$ cat src/rtl/arp_step_scheduler.sv
// Arpeggiator step scheduler: BPM phase accumulator -> 24-PPQN ticks -> rhythm-patterned steps.
// Build option ARP_EXT_SYNC_EN: when defined, ext_sync=1 replaces the internal tick source with ext_tick.
module arp_step_scheduler #(
  parameter int CLK_FREQ = 50_000_000,
  parameter int ACC_W    = 32
) (
  input  logic       clk,
  input  logic       rst_n,
  input  logic       run,
  input  logic [6:0] tempo,
  input  logic [2:0] arp_rate,
  input  logic [1:0] arp_rhythm,
  input  logic       ext_sync,
  input  logic       ext_tick,
  input  logic       step_ready,
  output logic       step_valid,
  output logic       step_play,
  output logic [1:0] step_pos,
  output logic       tick,
  output logic       overrun
);

  typedef enum logic {IDLE = 1'b0, RUN = 1'b1} state_t;

  localparam longint          THR_L   = (longint'(CLK_FREQ) * 64'sd60) / 64'sd24;
  localparam logic [ACC_W:0]  THR     = (ACC_W+1)'(THR_L);
  localparam logic [ACC_W:0]  BPM_OFS = (ACC_W+1)'(7'd60);

  function automatic logic [4:0] ticks_per_step(input logic [2:0] rate);
    case (rate)
      3'd0:    ticks_per_step = 5'd24;
      3'd1:    ticks_per_step = 5'd12;
      3'd2:    ticks_per_step = 5'd6;
      3'd3:    ticks_per_step = 5'd3;
      3'd4:    ticks_per_step = 5'd16;
      3'd5:    ticks_per_step = 5'd8;
      3'd6:    ticks_per_step = 5'd4;
      default: ticks_per_step = 5'd2;
    endcase
  endfunction

  function automatic logic [1:0] last_pos(input logic [1:0] rhy);
    case (rhy)
      2'd1:    last_pos = 2'd2;
      2'd2:    last_pos = 2'd3;
      default: last_pos = 2'd0;
    endcase
  endfunction

  function automatic logic pattern_play(input logic [1:0] rhy, input logic [1:0] pos, input logic rnd);
    case (rhy)
      2'd1:    pattern_play = (pos != 2'd1);
      2'd2:    pattern_play = (pos == 2'd0) || (pos == 2'd3);
      2'd3:    pattern_play = rnd;
      default: pattern_play = 1'b1;
    endcase
  endfunction

  // Right-shifting form of the x^16+x^14+x^13+x^11+1 maximal-length LFSR
  function automatic logic [15:0] lfsr_next(input logic [15:0] s);
    lfsr_next = {s[0] ^ s[2] ^ s[3] ^ s[5], s[15:1]};
  endfunction

  state_t            state_q, state_d;
  logic [ACC_W-1:0]  acc_q, acc_d;
  logic [4:0]        div_q, div_d;
  logic [2:0]        rate_q, rate_d;
  logic [1:0]        rhythm_q, rhythm_d;
  logic [1:0]        pos_q, pos_d;
  logic [15:0]       lfsr_q, lfsr_d;
  logic              valid_q, valid_d;
  logic              play_q, play_d;
  logic [1:0]        spos_q, spos_d;
  logic              tick_q, tick_d;
  logic              overrun_q, overrun_d;
  logic              issue_s, first_s, tick_s, ext_mode_s, ext_tick_s;
  logic [ACC_W:0]    sum_s;
  logic [1:0]        new_pos_s;

`ifdef ARP_EXT_SYNC_EN
  assign ext_mode_s = ext_sync;
  assign ext_tick_s = ext_tick;
`else
  logic unused_ext_s;
  assign unused_ext_s = ext_sync ^ ext_tick;
  assign ext_mode_s   = 1'b0;
  assign ext_tick_s   = 1'b0;
`endif

  // Next-state: FSM, tick generation, step divider, pattern and output handshake
  always_comb begin
    state_d   = state_q;
    acc_d     = acc_q;
    div_d     = div_q;
    rate_d    = rate_q;
    rhythm_d  = rhythm_q;
    pos_d     = pos_q;
    lfsr_d    = lfsr_q;
    valid_d   = valid_q;
    play_d    = play_q;
    spos_d    = spos_q;
    overrun_d = overrun_q;
    issue_s   = 1'b0;
    first_s   = 1'b0;
    tick_s    = 1'b0;
    new_pos_s = 2'd0;
    sum_s     = {1'b0, acc_q} + {{(ACC_W-6){1'b0}}, tempo} + BPM_OFS;

    case (state_q)
      IDLE: begin
        acc_d = {ACC_W{1'b0}};
        div_d = 5'd0;
        if (run) begin
          state_d = RUN;
          rate_d  = arp_rate;
          issue_s = 1'b1;
          first_s = 1'b1;
        end else begin
          state_d = IDLE;
        end
      end
      RUN: begin
        if (!run) begin
          state_d = IDLE;
          acc_d   = {ACC_W{1'b0}};
          div_d   = 5'd0;
        end else begin
          // Subtracting the threshold keeps the remainder, so tick spacing never drifts
          if (ext_mode_s) begin
            acc_d  = {ACC_W{1'b0}};
            tick_s = ext_tick_s;
          end else if (sum_s >= THR) begin
            acc_d  = ACC_W'(sum_s - THR);
            tick_s = 1'b1;
          end else begin
            acc_d  = sum_s[ACC_W-1:0];
          end
          if (tick_s && (div_q + 5'd1 == ticks_per_step(rate_q))) begin
            div_d   = 5'd0;
            rate_d  = arp_rate;
            issue_s = 1'b1;
          end else if (tick_s) begin
            div_d   = div_q + 5'd1;
          end else begin
            div_d   = div_q;
          end
        end
      end
      default: state_d = IDLE;
    endcase

    if (first_s || (arp_rhythm != rhythm_q) || (pos_q == last_pos(rhythm_q))) begin
      new_pos_s = 2'd0;
    end else begin
      new_pos_s = pos_q + 2'd1;
    end

    if (issue_s) begin
      rhythm_d = arp_rhythm;
      pos_d    = new_pos_s;
      lfsr_d   = lfsr_next(lfsr_q);
    end else begin
      lfsr_d   = lfsr_q;
    end

    // A pending unaccepted step wins over a new one; the new one is dropped
    if ((state_q == RUN) && !run) begin
      valid_d = 1'b0;
    end else if (issue_s && valid_q && !step_ready) begin
      overrun_d = 1'b1;
    end else if (issue_s) begin
      valid_d = 1'b1;
      play_d  = pattern_play(arp_rhythm, new_pos_s, lfsr_q[0]);
      spos_d  = new_pos_s;
    end else if (valid_q && step_ready) begin
      valid_d = 1'b0;
    end else begin
      valid_d = valid_q;
    end

    tick_d = tick_s;
  end

  // State and output registers with synchronous active-low reset
  always_ff @(posedge clk) begin
    if (!rst_n) begin
      state_q   <= IDLE;
      acc_q     <= {ACC_W{1'b0}};
      div_q     <= 5'd0;
      rate_q    <= 3'd0;
      rhythm_q  <= 2'd0;
      pos_q     <= 2'd0;
      lfsr_q    <= 16'hACE1;
      valid_q   <= 1'b0;
      play_q    <= 1'b0;
      spos_q    <= 2'd0;
      tick_q    <= 1'b0;
      overrun_q <= 1'b0;
    end else begin
      state_q   <= state_d;
      acc_q     <= acc_d;
      div_q     <= div_d;
      rate_q    <= rate_d;
      rhythm_q  <= rhythm_d;
      pos_q     <= pos_d;
      lfsr_q    <= lfsr_d;
      valid_q   <= valid_d;
      play_q    <= play_d;
      spos_q    <= spos_d;
      tick_q    <= tick_d;
      overrun_q <= overrun_d;
    end
  end

  assign step_valid = valid_q;
  assign step_play  = play_q;
  assign step_pos   = spos_q;
  assign tick       = tick_q;
  assign overrun    = overrun_q;

endmodule

$ cat config.mk
export PLATFORM = sky130hd
export DESIGN_NAME = arp_step_scheduler
export DESIGN_NICKNAME = d
export VERILOG_FILES = /design/src/rtl/arp_step_scheduler.sv
export SDC_FILE = /design/constraint.sdc
export NUM_CORES = 1
export LEC_CHECK = 0
export ABC_CLOCK_PERIOD_IN_PS = 5300
export CAP_MARGIN = 10
export CORE_MARGIN = 4
export CORE_UTILIZATION = 43
export DETAILED_ROUTE_END_ITERATION = 16
export DONT_BUFFER_PORTS = 1
export GPL_ROUTABILITY_DRIVEN = 0
export PLACE_DENSITY = 0.67
export SLEW_MARGIN = 0
export SYNTH_ARGS = -nofsm -noshare
export SYNTH_HDL_FRONTEND = slang
export SYNTH_SLANG_ARGS = --single-unit
export TNS_END_PERCENT = 30
$ cat constraint.sdc
create_clock -name clk -period 5.3 [get_ports clk]
set_input_delay 1.59 -clock clk [delete_from_list [all_inputs] [get_ports clk]]
set_output_delay 1.59 -clock clk [all_outputs]
set_load 0.02 [all_outputs]
## Word level (Yosys, flattened, before mapping)

Cells that the tools add are included.

- $add $sub $neg: 5
- $lt $le $gt $ge: 1
- Equality and inequality tests: 20
- Muxes and demuxes: 27
- Bitwise gates (word level): 7
- Reductions and logical operators: 19

Operators with widths:

| cell | number |
|---|---|
| two-way mux 32 bit | 2 |
| one-hot mux 32 bit (2 select lines) | 1 |
| one-hot mux 5 bit (7 select lines) | 1 |
| adder 32 x 7 -> 33 bit | 1 |
| adder 33 x 6 -> 33 bit (second input constant) | 1 |
| greater-or-equal comparator 33 x 27 -> 1 bit (second input constant) | 1 |
| subtractor 32 x 27 -> 32 bit (second input constant) | 1 |
| two-way mux 5 bit | 5 |
| one-hot mux 5 bit (2 select lines) | 1 |
| == test 3 bit (second input constant) | 3 |
| two-way mux 1 bit | 9 |
| two-way mux 3 bit | 3 |
| AND reduction 3 bit | 3 |
| == test 2 bit (second input constant) | 4 |
| == test 3 x 2 -> 1 bit (second input constant) | 2 |
| one-hot mux 3 bit (2 select lines) | 1 |
| adder 5 x 1 -> 5 bit (second input constant) | 1 |
| == test 5 bit | 1 |
| logical AND 1 bit | 5 |
| == test 2 x 1 -> 1 bit (second input constant) | 2 |
| != test 2 x 1 -> 1 bit (second input constant) | 2 |
| != test 2 bit (second input constant) | 2 |
| != test 4 x 2 -> 1 bit (second input constant) | 1 |
| inverter 1 bit | 4 |
| other kinds (16) | 22 |

- Register bits after elaboration: 67
- Input bits: 18
- Output and inout port bits: 6
- Logic and storage cells: 91

## Depth between registers and ports, before layout

- Depth in word-level cells: 14
- Gate-level depth with buffers: 19
- Gate-level depth less buffers: 17

## Worst setup path before layout

OpenSTA, ideal clock, no wires.

- Path kind: input to register
- Start point: input tempo[1]
- End point: register lfsr_q[10]
- Setup time: 0.129 ns
- Arrival: 5.088 ns
- Data required time: 5.171 ns
- Slack: 0.083 ns
- Cell stages on the path: 15
- Path buffers: 2
- Path through: ha_1 ha_1 fa_1 a211oi_2 o21a_2 nor2_1 or4_4 a31oi_1 o21a_1 o2111ai_1 a41oi_2 buf_4 buf_6 mux2i_1 nand2_1

- Cells in the longest elaborated chain, start to end: 10

RTL lines:

| element | RTL line | text |
|---|---|---|
| from (decl) | 10 | `input logic [6:0] tempo,` |
| adder 32 x 7 -> 33 bit | 107 | `sum_s = {1'b0, acc_q} + {{(ACC_W-6){1'b0}}, tempo} + BPM_OFS;` |
| adder 33 x 6 -> 33 bit | 107 |  |
| greater-or-equal comparator 33 x 27 -> 1 bit | 132 | `end else if (sum_s >= THR) begin` |
| two-way mux 1 bit | 132 |  |
| two-way mux 1 bit | 123 | `if (!run) begin` |
| two-way mux 1 bit | 109 | `case (state_q)` |
| logical AND 1 bit | 138 | `if (tick_s && (div_q + 5'd1 == ticks_per_step(rate_q))) begin` |
| two-way mux 1 bit | 138 |  |
| two-way mux 1 bit | 123 |  |
| one-hot mux 1 bit (2 select lines) | 109 |  |
| to (signal assigned) | 206 | `lfsr_q <= lfsr_d;` |
| to (decl) | 70 | `logic [15:0] lfsr_q, lfsr_d;` |

No other way between the ends. The select of a mux whose other input is x is not followed.
A chain may end at the register's enable or synchronous reset.

## Worst setup path after layout

Same ends and word-level chain as after synthesis.

==> flow_metrics.py <==
metrics = {
    "clocking": {
        "cts_inserted_buffers": 9,
        "clk_pin_slew_ps": 70,
        "postCtsResizedCells": 0,
        "clock_path_buffers": 2,
        "htreeDepth": 3,
        "cts_hold_buf": 0,
        "clock-sinks": 67,
        "insertion_delay_ps": 360,
        "clockRootBuffer": "clkbuf_8",
        "cts_setup_buffers": 0,
        "cts_tree": "yes",
    },
    "sta": {
        "layout_min_cycle_time_ps": 5060,
        "final.setup.tns_ps": 0,
        "finalHoldViolations": 0,
        "tightest_slew_ps": 686,
        "setup_viol": 0,
        "slew_viol_final": 0,
        "timing.fmax_mhz": 198,
        "clock_skew_ps": 13.2,
        "slew-limit-headroom": 0.541,
        "hold_ws_ps": 472,
        "finalWorstSetupSlack_ps": 240,
        "min_period_over_period": 0.955,
    },
    "global_route": {
        "track_usage": 0.170,
        "antenna_found_initial": 0,
        "grt_max_degree": 36,
        "grt_pass1_vias": 3892,
        "grt_pass1_wl_um": 17900,
        "grt_overflow": 0,
    },
    "yosys": {
        "netlist_area_um2": 4630,
        "syn-num-nets": 577,
        "ys.flop_type": "dfxtp_1",
        "synth_warnings": 0,
        "synth-async-reset-ratio": 0,
        "synth.most_common_cell": "dfxtp_1",
        "ys_types": 90,
        "syn-instance-count": 539,
        "yosysSeqAreaShare": 0.290,
        "post_synth_main_area_contributors": "dfxtp_1 (29%), xnor2_1 (6.4%), mux2i_1 (5.6%)",
        "netlist_top_cells_count": "dfxtp_1 (67), nor2_1 (52), nand2_1 (40)",
        "avgSynthCellArea_um2": 8.59,
        "synth_seq_cells": 67,
        "synth_top_area_share": 0.290,
        "yosys.area.top_type": "dfxtp_1",
        "synth_edf_count": 0,
    },
    "critical_path": {
        "cp_max_fo": 29,
        "cp.arrival_ps": 5310,
        "crit_path_start_kind": "input port",
        "path_class": "input port to register",
        "cp.required_ps": 5550,
        "cp-end-kind": "register",
        "reg2reg_depth": 17,
    },
    "placement": {
        "numPortBuffers": 0,
        "place_area_um2": 4920,
        "pre_cts_slack_ps": -233,
        "hpwl_um": 7560,
        "dp_cells": 686,
    },
    "layout": {
        "num_antenna_cells": 0,
        "drive_gt1_frac": 0.163,
        "fin_area_um2": 5150,
        "area_growth_pct": 11.2,
        "fin_cells": 702,
        "nNetsFinal": 599,
        "final_util": 0.494,
    },
    "floorplan": {
        "start_util": 0.445,
        "dieArea_um2": 12500,
        "die_h_um": 112,
        "core_area_um2": 10400,
        "io_pins": 24,
        "num_rows": 37,
        "die_width_um": 112,
    },
    "drt": {
        "drt_iter0_markers": 170,
        "ant_nets": 0,
        "route.detailed.drc": 0,
        "vias": 3900,
        "wire_per_inst_um": 14.3,
        "routed_wl_um": 10100,
        "firstDrtPassIters": 5,
        "routed_via_density": 5.56,
    },
    "outcome": {
        "status": "finished clean",
    },
    "job": {
        "max_cap_viol_count": 0,
    },
    "power_and_ir_drop": {
        "finalPower_mw": 1.16,
        "power.density_nw_per_um2": 226,
        "ir_drop_uv": 164,
        "p_leak_nw": 1.90,
    },
    "worst_hold_path": {
        "worstHoldPathType": "register to register",
        "whs_path_depth": 2,
    },
}
-- report_power, final --
part	leakage (nW)	internal, mW	switching, mW
clock	0.110	0.280	0.213
combinational	1.24	0.0666	0.0773
sequential	0.544	0.516	0.0109
-- cell type report --
| type | instances | area (um2) |
|---|---|---|
| clock buffers | 11 | 141 |
| well taps | 136 | 170 |
| flip-flops and latches | 67 | 1340 |
| multi-input cells | 424 | 3050 |
| clock inverters | 5 | 85.1 |
| repair buffers | 30 | 250 |
| inverters | 29 | 109 |
| fillers | 996 | 5270 |
-- final timing paths --
kind                                            start                 endpoint  slack, ps
worst max-delay path                         tempo[1]  lfsr_q[10]$_SDFFE_PN1P_        240
worst min-delay path            div_q[4]$_SDFFE_PN0P_    div_q[4]$_SDFFE_PN0P_        470
worst max register to register    acc_q[1]$_SDFF_PN0_  lfsr_q[10]$_SDFFE_PN1P_       1180
worst min register to register  div_q[4]$_SDFFE_PN0P_    div_q[4]$_SDFFE_PN0P_        470
-- cells in the final DEF (no fill, tap or decap), types with 6 or more instances in the layout --
cell type,n
o211ai_1,6
xor2_1,24
nor4_1,7
mux2i_1,26
nand4_1,9
xnor2_1,34
o31ai_1,6
ha_1,19
o21ai_1,9
nor2b_1,20
nand3_1,18
clkbuf_8,10
o21ai_0,16
buf_4,28
inv_1,29
nor2_1,52
nor3_1,10
nand2_1,40
dfxtp_1,67
and2_1,7
a21oi_1,22
-- layer usage --
metal | vias up | wire [um] | global-route usage
met2 | 77 | 4810 | 0.281
met4 | 0 | 201 | 0.0560
li1 | 1983 | - | -
met3 | 14 | 446 | 0.0543
met1 | 1826 | 4610 | 0.209
met5 | - | 0 | 0
-- cells by family after synthesis --
group                      after synthesis  share of synthesized area
AOI/OAI and AO/OA                      110                      0.175
xor gates and xnor gates                58                      0.110
adders and majority gates               20                     0.0557
buffers and inverters                   48                     0.0546
DFF                                     67                      0.290
muxes                                   27                     0.0586
and+or+nand+nor                        209                      0.257
-- state kept, by name (all words and copies together) (netlist names) --
| signal | cells |
|---|---|
| step_valid | 1 |
| overrun | 1 |
| pos_q | 2 |
| rhythm_q | 2 |
| div_q | 5 |
| acc_q | 32 |
| step_pos | 2 |
| state_q | 1 |
| lfsr_q | 16 |
| rate_q | 3 |
| tick | 1 |
| step_play | 1 |
-- critical path, cell delays in order --
cell	delay [ps]
ha_1	270
ha_1	240
fa_1	420
a211oi_2	270
o21ai_0	140
xor2_1	170
inv_1	90
ha_1	170
nor4b_1	270
nand4_1	220
nor3b_2	230
o21a_1	210
o2111ai_1	220
a41oi_4	260
buf_12	240
mux2i_1	220
nand2_1	70
(Power assumes the default switching activity.)
